`src/rtl/viol_rst_ctrl.sv`:
```
// Converts a level violation request into a fixed-length CPU reset pulse and
// records forensic status (captured addresses, sticky flag, saturating count).
module viol_rst_ctrl #(
    parameter int unsigned HOLD_CYCLES = 16,
    parameter int unsigned CNT_W       = 8
) (
    input  logic             clk,
    input  logic             reset_n,
    input  logic             violation,
    input  logic [15:0]      pc,
    input  logic [15:0]      data_addr,
    input  logic [15:0]      code_addr,
    input  logic             clr_status,
    output logic             cpu_rst,
    output logic             busy,
    output logic             viol_sticky,
    output logic [15:0]      viol_pc,
    output logic [15:0]      viol_daddr,
    output logic [15:0]      viol_caddr,
    output logic [CNT_W-1:0] viol_count
);

    localparam int unsigned HOLD_W = 8;
    localparam logic [HOLD_W-1:0] HOLD_LOAD = HOLD_W'(HOLD_CYCLES - 1);
    localparam logic [CNT_W-1:0]  CNT_MAX   = '1;

    localparam logic [1:0] S_IDLE    = 2'd0;
    localparam logic [1:0] S_HOLD    = 2'd1;
    localparam logic [1:0] S_RELEASE = 2'd2;

    logic [1:0]        r_state;
    logic [1:0]        w_state_nxt;
    logic [HOLD_W-1:0] r_hold_cnt;
    logic [HOLD_W-1:0] w_hold_cnt_nxt;
    logic              w_accept;

    logic              r_cpu_rst;
    logic              r_busy;
    logic              r_viol_sticky;
    logic [15:0]       r_viol_pc;
    logic [15:0]       r_viol_daddr;
    logic [15:0]       r_viol_caddr;
    logic [CNT_W-1:0]  r_viol_count;

    // Next-state: requests are only accepted in IDLE; RELEASE is the blanking cycle.
    always_comb begin
        w_state_nxt    = r_state;
        w_hold_cnt_nxt = r_hold_cnt;
        w_accept       = 1'b0;
        case (r_state)
            S_IDLE: begin
                if (violation) begin
                    w_accept       = 1'b1;
                    w_state_nxt    = S_HOLD;
                    w_hold_cnt_nxt = HOLD_LOAD;
                end
            end
            S_HOLD: begin
                if (r_hold_cnt == '0) begin
                    w_state_nxt = S_RELEASE;
                end else begin
                    w_hold_cnt_nxt = r_hold_cnt - HOLD_W'(1);
                end
            end
            S_RELEASE: w_state_nxt = S_IDLE;
            default:   w_state_nxt = S_IDLE;
        endcase
    end

    always_ff @(posedge clk) begin
        if (!reset_n) begin
            r_state       <= S_IDLE;
            r_hold_cnt    <= '0;
            r_cpu_rst     <= 1'b0;
            r_busy        <= 1'b0;
            r_viol_sticky <= 1'b0;
            r_viol_pc     <= '0;
            r_viol_daddr  <= '0;
            r_viol_caddr  <= '0;
            r_viol_count  <= '0;
        end else begin
            r_state    <= w_state_nxt;
            r_hold_cnt <= w_hold_cnt_nxt;
            r_cpu_rst  <= (w_state_nxt == S_HOLD);
            r_busy     <= (w_state_nxt != S_IDLE);
            // An accepted violation takes priority over a coincident clear.
            if (w_accept) begin
                r_viol_sticky <= 1'b1;
                r_viol_pc     <= pc;
                r_viol_daddr  <= data_addr;
                r_viol_caddr  <= code_addr;
                if (clr_status) begin
                    r_viol_count <= CNT_W'(1);
                end else if (r_viol_count != CNT_MAX) begin
                    r_viol_count <= r_viol_count + CNT_W'(1);
                end
            end else if (clr_status) begin
                r_viol_sticky <= 1'b0;
                r_viol_pc     <= '0;
                r_viol_daddr  <= '0;
                r_viol_caddr  <= '0;
                r_viol_count  <= '0;
            end
        end
    end

    assign cpu_rst     = r_cpu_rst;
    assign busy        = r_busy;
    assign viol_sticky = r_viol_sticky;
    assign viol_pc     = r_viol_pc;
    assign viol_daddr  = r_viol_daddr;
    assign viol_caddr  = r_viol_caddr;
    assign viol_count  = r_viol_count;

endmodule

```
`config.mk`:
```
export PLATFORM = sky130hd
export DESIGN_NAME = viol_rst_ctrl
export DESIGN_NICKNAME = d
export VERILOG_FILES = /design/src/rtl/viol_rst_ctrl.sv
export SDC_FILE = /design/constraint.sdc
export NUM_CORES = 1
export LEC_CHECK = 0
export ABC_AREA = 1
export CAP_MARGIN = 40
export CORE_ASPECT_RATIO = 1.2
export CORE_UTILIZATION = 41
export CTS_BUF_LIST = sky130_fd_sc_hd__clkbuf_8
export DETAILED_ROUTE_END_ITERATION = 6
export MAX_ROUTING_LAYER = met4
export PLACE_DENSITY = 0.79
export RECOVER_POWER = 100
export SKIP_CTS_REPAIR_TIMING = 1
export SLEW_MARGIN = 20
export SYNTH_ARGS = -nofsm -noshare
export SYNTH_HDL_FRONTEND = slang
export SYNTH_SLANG_ARGS = --single-unit
```
`constraint.sdc`:
```
create_clock -name clk -period 1.4 [get_ports clk]
set_input_delay 0.21 -clock clk [delete_from_list [all_inputs] [get_ports clk]]
set_output_delay 0.21 -clock clk [all_outputs]
set_load 0.005 [all_outputs]
```
==> results_dict.tcl, run 1 <==
set metrics [dict create \
    fin_crit_sh 0.981 \
    start_util 0.421 \
    root_buffer "clkbuf_8" \
    avgViaCountPerCell 5.09 \
    num_antenna_cells 0 \
    antenna_found_initial 0 \
    p_sw_frac 0.294 \
    multiInputGateArea_sq_um 1410 \
    path_class "reg2reg" \
    grt_pass1_vias 2862 \
    rows 33 \
    hold_path_class "in2reg" \
    firstDrtPassIters 4 \
    clock_path_buffers 2 \
    power.leakage_nw 2.23 \
    hold_violations 0 \
    seq_area_sq_um 1400 \
    core_sq_um 6810 \
    holdWs_ns 0.351 \
    syn_to_final_growth_pct 59.8 \
    yosys_warnings 0 \
    wl_mm 7.87 \
    ioPinCount 111 \
    placed_cell_area_sq_um 4170 \
    start_kind "flip-flop" \
    synth_nets 427 \
    rsz0062_at_grt "yes" \
    cp.required_ns 1.67 \
    cts_inserted_buffers 9 \
    clkPwrFrac 0.318 \
    dp_hpwl_mm 5.26 \
    fmax_mhz 728 \
    hp-start "reset_n" \
    yosys_register_bits 69 \
    crit_path_start "r_hold_cnt[2]" \
    grt_max_degree 74 \
    drc 0 \
    slew_headroom 0.729 \
    synth.distinct_cells 30 \
    synthCells 372 \
    final_net_count 553 \
    die_x_microns 78.3 \
    globalplace.congestion 0.867 \
    worstMarginPinSlew_ns 0.407 \
    power_switching_mw 1.47 \
    combPwrFrac 0.242 \
    final_cell_mix "nand3_1 (81), nand2_1 (80), dfxtp_1 (57), clkdlybuf4s50_1 (57)" \
    antenna_left 0 \
    path_cells "nor2_2 -> nand2_2 -> nor2_4 -> nor2_4 -> nor2_4 -> nand2_1 -> a21oi_2" \
    cp_max_fo 5 \
    seqPwrFrac 0.439 \
    yosysSeqAreaShare 0.482 \
    dr_total_vias 3002 \
    grt_usage 0.215 \
    slew_violations 0 \
    rr_startpoint "r_hold_cnt[2]" \
    worstSkewPairLatency_ns 0.33 \
    powerDensity_nw_per_um2 1090 \
    crit_slowest_cell "dfxtp_2" \
    grt_pass1_wl_mm 12.3 \
    clk_pin_slew_ns 0.07 \
    synth_area_leaders "dfxtp_1 (48%), nand3_1 (14%), nand2_1 (11%), o21ai_0 (4.0%), nor2_1 (3.7%)" \
    portBuffers 110 \
    crit_path_max_incr_delay_ns 0.35 \
    setup_viol 0 \
    clock-skew-final_ns 0.00663 \
    die-area_sq_um 7330 \
    first_iter_violations 119 \
    cpMostUsedCell "nor2_4" \
    overflow 0 \
    die_h_microns 93.6 \
    worstPathArrival_ns 1.65 \
    end_kind "flip-flop" \
    synth_top_area_frac 0.482 \
    drive_above_1_share 0.189 \
    outcome "complete, no violations" \
    final_common_cell "nand3_1" \
    post-route-min-period_ns 1.37 \
    cts.htree.levels 3 \
    synth.largest_area_cell "dfxtp_1" \
    netlist_area_sq_um 2870 \
    cts_tree "built" \
    wl_per_cell_microns 13.3 \
    drv_cap 0 \
    cts_sinks 69 \
    fill_cells 582 \
    syn_area_per_cell_sq_um 7.71 \
    final_area_sq_um 4580 \
    p_int_mw 3.53 \
    ir_worst_vdd_mv 0.596 \
]
stage by stage:
step                      instances  worst slack (ns)   util  power, mW  setup TNS [ns]
after floorplan                 372            0.0477      -       2.78               0
after global placement          568           -0.0623  0.612       3.32           -1.27
after detailed placement        568            -0.114  0.612       3.35           -2.58
after CTS                       584            -0.147  0.642       4.95           -1.25
after global routing            590           -0.0268  0.672       5.26          -0.140
final                           590            0.0268  0.672       5.00               0
state kept, by name, summed over array words and instances, names as in the netlist:
signal       count
r_hold_cnt       8
viol_caddr      16
cpu_rst          1
viol_sticky      1
viol_daddr      16
viol_count       8
viol_pc         16
r_state          2
busy             1
synthesized netlist by cell type:
cell / number
nor2_1: 28
o211ai_1: 1
inv_1: 15
buf_2: 5
nor2_2: 3
nor2_4: 3
a21oi_1: 8
clkbuf_1: 7
dfxtp_1: 69
nand3_2: 3
nand4_1: 3
nand2_2: 3
xor2_1: 2
o21ai_0: 23
buf_1: 8
nor3b_1: 2
nor3_1: 1
a21oi_2: 4
nand3_4: 1
ha_1: 3
nor4_1: 1
buf_4: 2
o21ai_1: 5
nand2_4: 1
nand2_1: 81
o21ai_2: 2
inv_4: 2
nor2_8: 1
inv_2: 4
nand3_1: 81
per-layer routing:
layer  wire (microns)  vias up  track usage
li1                 -     1492            -
met1             3290     1384        0.234
met2             3990      118        0.371
met3              515        8       0.0517
met4               69        0       0.0926
met5                0        -            -
power by group through the flow:
stage / Sequential, mW / Clock, mW / Combinational (mW)
finish: 2.20 / 1.59 / 1.21
global route: 2.21 / 1.73 / 1.32
CTS: 2.19 / 1.63 / 1.13
detailed placement: 2.23 / 0 / 1.12
global placement: 2.23 / 0 / 1.10
floorplan: 2.23 / 0 / 0.557
logic make-up (layout without fill, tap and decap cells):
kind of cell,Yosys count,after routing,synth area share
flip-flops,69,69,0.482
XOR/XNOR,2,2,0.00611
AND/OR/NAND/NOR,212,214,0.352
AO/OA/AOI/OAI,43,43,0.0838
buffers and inverters,43,172,0.0629
adder cells (fa/ha/maj),3,3,0.0131
layout make-up:
| class | count | area share |
|---|---|---|
| multi-input combinational | 262 | 0.308 |
| sequential | 69 | 0.305 |
| timing repair buffer | 135 | 0.302 |
| clock buffer | 9 | 0.0270 |
| tap | 87 | 0.0238 |
| inverter | 21 | 0.0183 |
| clock inverter | 7 | 0.0161 |
critical path: cells and delay by family (launching register included):
family	cells	cell delay, ns
compound gates	1	0.13
simple gates	6	0.84
flops	1	0.35
path summary, 6_finish.rpt:
kind                    to  slack (ns)  cells past startpoint
min reg2reg  viol_caddr[0]        0.46                      2
max reg2reg  r_hold_cnt[5]        0.03                      7
min          r_hold_cnt[5]        0.35                      4
max          r_hold_cnt[5]        0.03                      7
(Power assumes the default switching activity.)
==> run 2: changes to the inputs <==
--- a/config.mk
+++ b/config.mk
@@ -6,14 +6,16 @@
 export NUM_CORES = 1
 export LEC_CHECK = 0
 export ABC_AREA = 1
+export ABC_CLOCK_PERIOD_IN_PS = 1750
 export CAP_MARGIN = 40
 export CORE_ASPECT_RATIO = 1.2
-export CORE_UTILIZATION = 41
+export CORE_UTILIZATION = 45
 export CTS_BUF_LIST = sky130_fd_sc_hd__clkbuf_8
 export DETAILED_ROUTE_END_ITERATION = 6
 export MAX_ROUTING_LAYER = met4
-export PLACE_DENSITY = 0.79
+export PLACE_DENSITY = 0.82
 export RECOVER_POWER = 100
+export SETUP_SLACK_MARGIN = 0.4
 export SKIP_CTS_REPAIR_TIMING = 1
 export SLEW_MARGIN = 20
 export SYNTH_ARGS = -nofsm -noshare
==> constraint.sdc (replaced) <==
create_clock -name clk -period 1.75 [get_ports clk]
set_input_delay 0.2625 -clock clk [delete_from_list [all_inputs] [get_ports clk]]
set_output_delay 0.2625 -clock clk [all_outputs]
set_load 0.005 [all_outputs]
==> results_dict.tcl, run 2 (synthesized netlist as in run 1, its figures left out) <==
set metrics [dict create \
    worstMarginPinSlew_ns 0.587 \
    slew_headroom 0.609 \
    m1WireLength_mm 3.22 \
    ioPinCount 111 \
    clk_pin_slew_ns 0.07 \
    hold_path_class "in2reg" \
    start_util 0.471 \
    start_kind "flip-flop" \
    die_h_microns 89.4 \
    num_antenna_cells 0 \
    dr_total_vias 3053 \
    firstDrtPassIters 4 \
    fill_cells 469 \
    power.leakage_nw 2.07 \
    die_x_microns 74.9 \
    slew_violations 0 \
    cts_tree "built" \
    power_switching_mw 1.18 \
    hold_violations 0 \
    clock-skew-final_ns 0.00697 \
    wl_per_cell_microns 14.7 \
    core_sq_um 6090 \
    ir_worst_vdd_mv 0.535 \
    dp_hpwl_mm 5.15 \
    grt_pass1_wl_mm 11.9 \
    fmax_mhz 629 \
    final_common_cell "nand3_1" \
    wl_met2_mm 4.56 \
    grt_pass1_vias 2750 \
    final_net_count 549 \
    grt_max_degree 50 \
    antenna_left 0 \
    wl_mm 8.52 \
    hold_depth 3 \
    path_class "reg2reg" \
    power_mw 4.18 \
    cts_sinks 69 \
    drv_cap 0 \
    antenna_found_initial 0 \
    r2r_slack_ns 0.16 \
    clock_path_buffers 2 \
    outcome "complete, no violations" \
    end_kind "flip-flop" \
    cp_max_fo 6 \
    seqPwrFrac 0.420 \
    p_sw_frac 0.282 \
    rr_worst_depth 8 \
    root_buffer "clkbuf_8" \
    worstSkewPairLatency_ns 0.35 \
    grt_usage 0.242 \
    drc 0 \
    clkPwrFrac 0.346 \
    die-area_sq_um 6690 \
    syn_to_final_growth_pct 57.5 \
    cts_inserted_buffers 9 \
    highest_layer "met4" \
    fin_crit_sh 0.909 \
    avgViaCountPerCell 5.25 \
    powerDensity_nw_per_um2 926 \
    first_iter_violations 133 \
    worstPathArrival_ns 1.83 \
    overflow 0 \
    post-route-min-period_ns 1.59 \
    dr_wl_met3_microns 468 \
    portBuffers 110 \
    drive_above_1_share 0.156 \
    rsz0062_at_grt "yes" \
    final_cell_mix "nand3_1 (82), nand2_1 (78), dfxtp_1 (64), clkdlybuf4s50_1 (49), clkdlybuf4s25_1 (43)" \
    setup-tns-final_ns 0 \
    combPwrFrac 0.233 \
    p_int_mw 3.00 \
    setup_viol 0 \
    cts.htree.levels 3 \
    globalplace.congestion 0.876 \
    rows 31 \
    cp.required_ns 1.99 \
]
run 2: power groups by stage:
stage               Clock (mW)  Combinational (mW)  Sequential, mW
floorplan                    0               0.453            1.78
global placement             0               0.843            1.78
detailed placement           0               0.859            1.78
CTS                       1.47               0.866            1.75
global route              1.55                1.06            1.77
finish                    1.45               0.976            1.76
run 2: final cells by class:
cell class / count / area, sq um / share of cell area
clock buffers: 10 / 138 / 0.0305
repair buffers: 133 / 1360 / 0.300
well taps: 82 / 103 / 0.0227
clock inverters: 6 / 86.3 / 0.0191
multi-input cells: 260 / 1350 / 0.299
inverters: 21 / 91.3 / 0.0202
flip-flops and latches: 69 / 1390 / 0.308
run 2: worst max-delay path, cell delays in order, from the launching register on:
cell and delay, ns:
dfxtp_4 0.37, ha_1 0.21, nand2_4 0.05, nor2_1 0.26, nand3_4 0.13, nand2_4 0.12
nor2_1 0.09, a21oi_1 0.18, nor2_1 0.06
run 2: worst paths after layout:
kind                                     from            end
worst max-delay path            viol_count[1]  viol_count[7]
worst min register to register  viol_caddr[5]  viol_caddr[5]
worst max register to register  viol_count[1]  viol_count[7]
worst min-delay path                  reset_n  r_hold_cnt[5]
run 2: per-stage QoR:
stage / utilization / cells / cell area, sq um / hold WS, ns / worst slack [ns]
final: 0.742 / 581 / 4520 / 0.309 / 0.159
after global placement: 0.669 / 550 / 4080 / 0.441 / 0.212
after detailed placement: 0.669 / 550 / 4080 / 0.446 / 0.159
after global routing: 0.742 / 581 / 4520 / 0.320 / 0.0507
after floorplan: - / 372 / 2870 / 0.394 / 0.424
after CTS: 0.706 / 566 / 4300 / 0.288 / 0.153
run 2: layer usage:
metal  up-vias  GRT usage
met3        28     0.0541
met2       110      0.412
met5         -          -
met1      1438      0.247
met4         0      0.156
li1       1477          -
